$ cat src/rtl/vga_fb_pkg.sv
// vga_fb_pkg: shared widths, address map, owner tags and cpu fsm states
package vga_fb_pkg;
    localparam int ADDR_W    = 18;
    localparam int DATA_W    = 8;
    localparam int MEM_DEPTH = 90376;
    localparam int IMG_BASE  = 376;
    localparam int STALL_W   = 16;

    typedef enum logic [1:0] {
        OWN_NONE = 2'd0,
        OWN_VGA  = 2'd1,
        OWN_CPU  = 2'd2
    } owner_t;

    typedef enum logic [2:0] {
        C_IDLE = 3'd0,
        C_WAIT = 3'd1,
        C_RD1  = 3'd2,
        C_RD2  = 3'd3,
        C_ACK  = 3'd4
    } cpu_state_t;
endpackage

$ cat src/rtl/vga_fb_arbiter_if.sv
// vga_fb_arbiter_if: scan-out, processor and RAM signals of the frame-buffer arbiter
interface vga_fb_arbiter_if import vga_fb_pkg::*; ();
    logic              vga_req;
    logic [ADDR_W-1:0] vga_addr;
    logic [DATA_W-1:0] vga_data;
    logic              vga_valid;
    logic              cpu_req;
    logic              cpu_we;
    logic [ADDR_W-1:0] cpu_addr;
    logic [DATA_W-1:0] cpu_wdata;
    logic              cpu_ack;
    logic [DATA_W-1:0] cpu_rdata;
    logic              cpu_err;
    logic [STALL_W-1:0] stall_cnt;
    logic [ADDR_W-1:0] mem_addr;
    logic              mem_we;
    logic [DATA_W-1:0] mem_wdata;
    logic [DATA_W-1:0] mem_rdata;

    modport slave (
        input  vga_req, vga_addr, cpu_req, cpu_we, cpu_addr, cpu_wdata, mem_rdata,
        output vga_data, vga_valid, cpu_ack, cpu_rdata, cpu_err, stall_cnt,
               mem_addr, mem_we, mem_wdata
    );

    modport master (
        output vga_req, vga_addr, cpu_req, cpu_we, cpu_addr, cpu_wdata, mem_rdata,
        input  vga_data, vga_valid, cpu_ack, cpu_rdata, cpu_err, stall_cnt,
               mem_addr, mem_we, mem_wdata
    );
endinterface

$ cat src/rtl/fb_owner_pipe.sv
// fb_owner_pipe: two-stage owner tag delay matching the RAM read latency
module fb_owner_pipe import vga_fb_pkg::*; (
    input  logic   clk,
    input  logic   reset_n,
    input  owner_t tag_in,
    output owner_t tag_out
);
    owner_t s0_q, s0_d, s1_q, s1_d;

    // shift the owner of each bus cycle towards the data return point
    always_comb begin
        s0_d = tag_in;
        s1_d = s0_q;
    end

    // tag registers, cleared so no stale owner survives reset
    always_ff @(posedge clk or negedge reset_n) begin
        if (!reset_n) begin
            s0_q <= OWN_NONE;
            s1_q <= OWN_NONE;
        end else begin
            s0_q <= s0_d;
            s1_q <= s1_d;
        end
    end

    assign tag_out = s1_q;
endmodule

$ cat src/rtl/vga_fb_arbiter.sv
// vga_fb_arbiter: shares one frame-buffer RAM between vga scan-out (priority) and a cpu port
module vga_fb_arbiter import vga_fb_pkg::*; (
    input logic             clk,
    input logic             reset_n,
    vga_fb_arbiter_if.slave bus
);
    cpu_state_t         state_q, state_d;
    logic [DATA_W-1:0]  vga_data_q, vga_data_d;
    logic               vga_valid_q, vga_valid_d;
    logic               cpu_ack_q, cpu_ack_d;
    logic [DATA_W-1:0]  cpu_rdata_q, cpu_rdata_d;
    logic               cpu_err_q, cpu_err_d;
    logic [STALL_W-1:0] stall_q, stall_d;
    logic [ADDR_W-1:0]  mem_addr_q, mem_addr_d;
    logic               mem_we_q, mem_we_d;
    logic [DATA_W-1:0]  mem_wdata_q, mem_wdata_d;
    logic               take, bad, issue;
    owner_t             tag_in, tag_out;

    assign take   = bus.cpu_req && (state_q == C_IDLE || state_q == C_WAIT);
    assign bad    = bus.cpu_addr >= ADDR_W'(MEM_DEPTH);
    assign issue  = take && !bad && !bus.vga_req;
    assign tag_in = bus.vga_req ? OWN_VGA : issue ? OWN_CPU : OWN_NONE;

    fb_owner_pipe u_pipe (
        .clk     (clk),
        .reset_n (reset_n),
        .tag_in  (tag_in),
        .tag_out (tag_out)
    );

    // cpu fsm next state, bus mux (vga first) and next values of every registered output
    always_comb begin
        state_d = state_q;
        if (take && bad)
            state_d = C_ACK;
        else if (issue)
            state_d = bus.cpu_we ? C_ACK : C_RD1;
        else if (take)
            state_d = C_WAIT;
        else if (state_q == C_WAIT)
            state_d = C_IDLE;
        else if (state_q == C_RD1)
            state_d = C_RD2;
        else if (state_q == C_RD2)
            state_d = C_ACK;
        else if (state_q == C_ACK)
            state_d = C_IDLE;
        stall_d     = (state_q == C_IDLE && take) ? '0 :
                      (state_q == C_WAIT && take && bus.vga_req && stall_q != '1) ? stall_q + STALL_W'(1) :
                      stall_q;
        mem_addr_d  = bus.vga_req ? bus.vga_addr : issue ? bus.cpu_addr : mem_addr_q;
        mem_we_d    = issue && bus.cpu_we;
        mem_wdata_d = (issue && bus.cpu_we) ? bus.cpu_wdata : mem_wdata_q;
        cpu_ack_d   = state_d == C_ACK;
        cpu_err_d   = take && bad;
        cpu_rdata_d = (take && bad) ? '0 : (state_q == C_RD2) ? bus.mem_rdata : cpu_rdata_q;
        vga_valid_d = tag_out == OWN_VGA;
        vga_data_d  = (tag_out == OWN_VGA) ? bus.mem_rdata : '0;
    end

    // fsm state and all outputs; reset drops any in-flight cpu transaction
    always_ff @(posedge clk or negedge reset_n) begin
        if (!reset_n) begin
            state_q     <= C_IDLE;
            stall_q     <= '0;
            mem_addr_q  <= '0;
            mem_we_q    <= 1'b0;
            mem_wdata_q <= '0;
            cpu_ack_q   <= 1'b0;
            cpu_err_q   <= 1'b0;
            cpu_rdata_q <= '0;
            vga_valid_q <= 1'b0;
            vga_data_q  <= '0;
        end else begin
            state_q     <= state_d;
            stall_q     <= stall_d;
            mem_addr_q  <= mem_addr_d;
            mem_we_q    <= mem_we_d;
            mem_wdata_q <= mem_wdata_d;
            cpu_ack_q   <= cpu_ack_d;
            cpu_err_q   <= cpu_err_d;
            cpu_rdata_q <= cpu_rdata_d;
            vga_valid_q <= vga_valid_d;
            vga_data_q  <= vga_data_d;
        end
    end

    assign bus.vga_data  = vga_data_q;
    assign bus.vga_valid = vga_valid_q;
    assign bus.cpu_ack   = cpu_ack_q;
    assign bus.cpu_rdata = cpu_rdata_q;
    assign bus.cpu_err   = cpu_err_q;
    assign bus.stall_cnt = stall_q;
    assign bus.mem_addr  = mem_addr_q;
    assign bus.mem_we    = mem_we_q;
    assign bus.mem_wdata = mem_wdata_q;
endmodule

$ cat src/flat_wrapper.sv
// flat-port wrapper written by rule: the top's interface ports become plain ports
module vga_fb_arbiter_flat import vga_fb_pkg::*;
  (clk, reset_n, bus_vga_req, bus_vga_addr, bus_cpu_req, bus_cpu_we, bus_cpu_addr, bus_cpu_wdata, bus_mem_rdata, bus_vga_data, bus_vga_valid, bus_cpu_ack, bus_cpu_rdata, bus_cpu_err, bus_stall_cnt, bus_mem_addr, bus_mem_we, bus_mem_wdata);
  vga_fb_arbiter_if bus_i ();
  input logic clk;
  input logic reset_n;
  input wire logic [$bits(bus_i.vga_req)-1:0] bus_vga_req;
  input wire logic [$bits(bus_i.vga_addr)-1:0] bus_vga_addr;
  input wire logic [$bits(bus_i.cpu_req)-1:0] bus_cpu_req;
  input wire logic [$bits(bus_i.cpu_we)-1:0] bus_cpu_we;
  input wire logic [$bits(bus_i.cpu_addr)-1:0] bus_cpu_addr;
  input wire logic [$bits(bus_i.cpu_wdata)-1:0] bus_cpu_wdata;
  input wire logic [$bits(bus_i.mem_rdata)-1:0] bus_mem_rdata;
  output wire logic [$bits(bus_i.vga_data)-1:0] bus_vga_data;
  output wire logic [$bits(bus_i.vga_valid)-1:0] bus_vga_valid;
  output wire logic [$bits(bus_i.cpu_ack)-1:0] bus_cpu_ack;
  output wire logic [$bits(bus_i.cpu_rdata)-1:0] bus_cpu_rdata;
  output wire logic [$bits(bus_i.cpu_err)-1:0] bus_cpu_err;
  output wire logic [$bits(bus_i.stall_cnt)-1:0] bus_stall_cnt;
  output wire logic [$bits(bus_i.mem_addr)-1:0] bus_mem_addr;
  output wire logic [$bits(bus_i.mem_we)-1:0] bus_mem_we;
  output wire logic [$bits(bus_i.mem_wdata)-1:0] bus_mem_wdata;
  assign bus_i.vga_req = bus_vga_req;
  assign bus_i.vga_addr = bus_vga_addr;
  assign bus_i.cpu_req = bus_cpu_req;
  assign bus_i.cpu_we = bus_cpu_we;
  assign bus_i.cpu_addr = bus_cpu_addr;
  assign bus_i.cpu_wdata = bus_cpu_wdata;
  assign bus_i.mem_rdata = bus_mem_rdata;
  assign bus_vga_data = bus_i.vga_data;
  assign bus_vga_valid = bus_i.vga_valid;
  assign bus_cpu_ack = bus_i.cpu_ack;
  assign bus_cpu_rdata = bus_i.cpu_rdata;
  assign bus_cpu_err = bus_i.cpu_err;
  assign bus_stall_cnt = bus_i.stall_cnt;
  assign bus_mem_addr = bus_i.mem_addr;
  assign bus_mem_we = bus_i.mem_we;
  assign bus_mem_wdata = bus_i.mem_wdata;
  vga_fb_arbiter u_core (.clk(clk), .reset_n(reset_n), .bus(bus_i));
endmodule
$ cat config.mk
export PLATFORM = sky130hd
export DESIGN_NAME = vga_fb_arbiter_flat
export DESIGN_NICKNAME = d
export VERILOG_FILES = /design/src/rtl/vga_fb_pkg.sv /design/src/rtl/vga_fb_arbiter_if.sv /design/src/rtl/fb_owner_pipe.sv /design/src/rtl/vga_fb_arbiter.sv /design/src/flat_wrapper.sv
export SDC_FILE = /design/constraint.sdc
export NUM_CORES = 1
export LEC_CHECK = 0
export CORE_MARGIN = 2
export CORE_UTILIZATION = 36
export CTS_CLUSTER_DIAMETER = 120
export DETAILED_ROUTE_END_ITERATION = 8
export PLACE_DENSITY = 0.65
export SYNTH_ARGS = -nofsm -noshare
export SYNTH_HDL_FRONTEND = slang
export SYNTH_SLANG_ARGS = --single-unit
$ cat constraint.sdc
create_clock -name clk -period 2.5 [get_ports clk]
set_clock_uncertainty 0.05 [all_clocks]
set_input_delay 0.5 -clock clk [delete_from_list [all_inputs] [get_ports clk]]
set_output_delay 0.5 -clock clk [all_outputs]
set_load 0.02 [all_outputs]
==> results.py <==
metrics = {
    "floorplan": {
        "coreArea_sq_um": 8680,
        "rows": 34,
        "die_y_microns": 98.4,
        "die_w_microns": 98.4,
        "pin_count": 119,
        "dieArea_sq_um": 9680,
        "start_util_pct": 37.0,
    },
    "worst_setup_path": {
        "rr_startpoint": "u_core.state_q[1]",
        "critPathKind": "in -> reg",
        "critPathLaunch": "bus_cpu_addr[9]",
        "crit_path_end_kind": "flop",
        "worstPathRequired_ps": 2680,
        "cp_slowest_cell": "or4_4",
        "crit_family": "simple AND/OR/NAND/NOR gates",
        "crit_chain": "clkdlybuf4s50_1, or4_4, or4_4, a21o_4, nand3_2, mux2_4",
        "critPathMaxStageDelay_ps": 510,
        "cp-start-kind": "input pin",
        "cp.depth": 6,
        "rr_worst_depth": 5,
        "critPathMostFrequentCell": "or4_4",
        "path_buf_inv": 1,
        "worstPathArrival_ps": 2610,
        "cp_max_fo": 5,
    },
    "synth": {
        "synth_cell_type_count": 46,
        "netlist_instances": 303,
        "synth_common_cells": "dfrtp_1 (69), a21oi_1 (29), nor2_1 (27), nor2b_1 (20), o21ai_0 (20)",
        "netlist_area_sq_um": 3210,
        "synth_edf_count": 0,
        "yosysMostFrequentCell": "dfrtp_1",
        "async_flop_share_pct": 100,
        "avgSynthCellArea_sq_um": 10.6,
        "synth_largest_area_cell": "dfrtp_1",
        "synth_nets": 361,
        "synth-seq-area-share_pct": 53.8,
        "yosys.area.top_type_share_pct": 53.8,
        "ys_ff_latch": 69,
        "ys.flop_type": "dfrtp_1",
        "synth_area_leaders": "dfrtp_1 (54%), a21oi_1 (4.5%), nor2b_1 (3.9%), mux2_4 (3.7%), nor2_1 (3.2%)",
        "yosys_warnings": 0,
    },
    "drt": {
        "vias": 2788,
        "drt-vias-per-instance": 5.01,
        "first_iter_violations": 87,
        "post-route-drc-count": 0,
        "avgRoutedWirePerCell_microns": 14.7,
        "routed_wl_microns": 8190,
        "final_antenna_net_count": 0,
        "drt-pass1-iter-count": 4,
    },
    "clock_tree": {
        "cts.path.max_buffers": 2,
        "clock_latency_ps": 340,
        "ctsHoldBuffers": 0,
        "clock_sinks": 69,
        "numCtsBuffers": 9,
        "cts.clk_slew.worst_paths_ps": 80,
        "cts_tree": "done",
        "cts_root_buf": "clkbuf_8",
        "htreeDepth": 3,
    },
    "sta": {
        "period_minus_slack_ps": 2430,
        "fmax_ghz": 0.412,
        "tns_ps": 0,
        "holdWs_ps": 206,
        "timing.final.crit_share_pct": 97.0,
        "worst_pin_slew_ps": 862,
        "slew_violations": 0,
        "setup-violations-final": 0,
        "timing.slew.headroom_pct": 42.5,
        "hold_violations": 0,
        "rsz0062_at_grt": "no",
    },
    "placed_design": {
        "gp_congestion": 0.773,
        "hpwl_microns": 5790,
        "place_area_sq_um": 4650,
        "port_buffers": 118,
    },
    "cells_and_area": {
        "regArea_sq_um": 1730,
        "areaGrowthSynthToFinish_pct": 54.4,
        "fin_area_sq_um": 4950,
        "multi_input_comb_area_sq_um": 1460,
        "fillerInstances": 808,
        "n_antenna_cell": 0,
        "drive_gt1_share_pct": 16.3,
        "nets": 502,
    },
    "power": {
        "irDropWorstVdd_mv": 0.385,
        "leakagePower_nw": 2.17,
        "power.density_nw_per_um2": 777,
    },
    "job": {
        "cap_violations": 0,
    },
    "min_path": {
        "min_path_type": "in -> async",
    },
    "global_route": {
        "grt_pass1_vias": 2864,
        "grt_pass1_wl_microns": 13400,
        "grt_overflow": 0,
        "grt_usage_pct": 17.2,
        "grt_start_max_net_pins": 70,
        "antenna_found_initial": 0,
    },
    "outcome": {
        "status": "finished, final reports clean",
    },
}
## cell usage in the layout (no fill, tap or decap), drive strengths merged, types with 4 or more instances in the layout
cell type        n
nor3             7
a31oi           15
a211oi           7
nor2            27
xnor2            8
nand4            4
dfrtp           69
nand2           15
clkdlybuf4s50  113
nor2b           20
a21oi           30
nand3            6
mux2             8
o21ai           20
clkbuf          10
clkinv           4
mux2i            9
buf             30
and2             8
## per-layer routing
metal	vias up	share of wire [%]	global-route usage [%]
li1	1374	-	-
met1	1317	44	22.1
met2	87	48	27.7
met3	10	7.1	5.37
met4	0	1.1	5.69
met5	-	0	0
## power breakdown
group,internal [mW],switching (mW),total [mW],leakage (nW)
registers,1.33,0.154,1.49,0.878
logic,0.709,0.658,1.37,1.18
clock network,0.562,0.433,0.995,0.110
## cells by family (layout without fill, tap and decap cells)
group                    after synthesis  after routing  synth area share (%)
AO/OA/AOI/OAI                         83             83                  15.9
XOR/XNOR                               8              8                  2.18
adder cells (fa/ha/maj)                2              2                 0.702
buffers and inverters                 20            165                  2.93
flip-flops                            69             69                  53.8
multiplexers                          17             17                  6.55
AND/OR/NAND/NOR                      104            105                  17.9
## layout make-up
class | count | area share [%]
well taps | 108 | 2.73
clock inverters | 6 | 1.77
flip-flops and latches | 69 | 34.8
multi-input cells | 215 | 29.5
clock buffers | 10 | 2.58
repair buffers | 147 | 28.4
inverters | 2 | 0.152
## per-stage QoR
step                total power, mW  util (%)  cells  setup slack [ps]
floorplan                      2.19         -    303              31.3
global placement               2.85      53.6    539              -362
detailed placement             2.87      53.6    539              -397
CTS                            3.87      56.1    555              8.29
global route                   4.05      57.1    557              12.6
finish                         3.85      57.1    557              74.6
## state kept, by name, summed over array words and instances (netlist names)
name and flops:
u_core.bus.mem_we 1, u_core.state_q 3, u_core.bus.vga_valid 1, u_core.bus.mem_addr 18
u_core.bus.cpu_ack 1, u_core.u_pipe.s0_q 2, u_core.bus.mem_wdata 8, u_core.bus.cpu_rdata 8
u_core.bus.vga_data 8, u_core.u_pipe.tag_out 2, u_core.bus.stall_cnt 16, u_core.bus.cpu_err 1
## final timing paths
| check | endpoint | slack (ps) |
|---|---|---|
| min | u_core.bus.mem_wdata[5] | 210 |
| max in group asynchronous | u_core.bus.stall_cnt[10] | 1610 |
| min reg2reg | u_core.u_pipe.tag_out[1] | 300 |
| min in group clk | u_core.u_pipe.tag_out[1] | 300 |
| max | u_core.bus.mem_wdata[4] | 70 |
| max reg2reg | u_core.bus.mem_wdata[4] | 320 |
## what timing repair did
item,CTS,global route
pin swaps,2,3
gates resized for setup,1,13
setup endpoints to repair,8,15
buffers inserted,0,1
cloned,0,1
(Power assumes the default switching activity.)
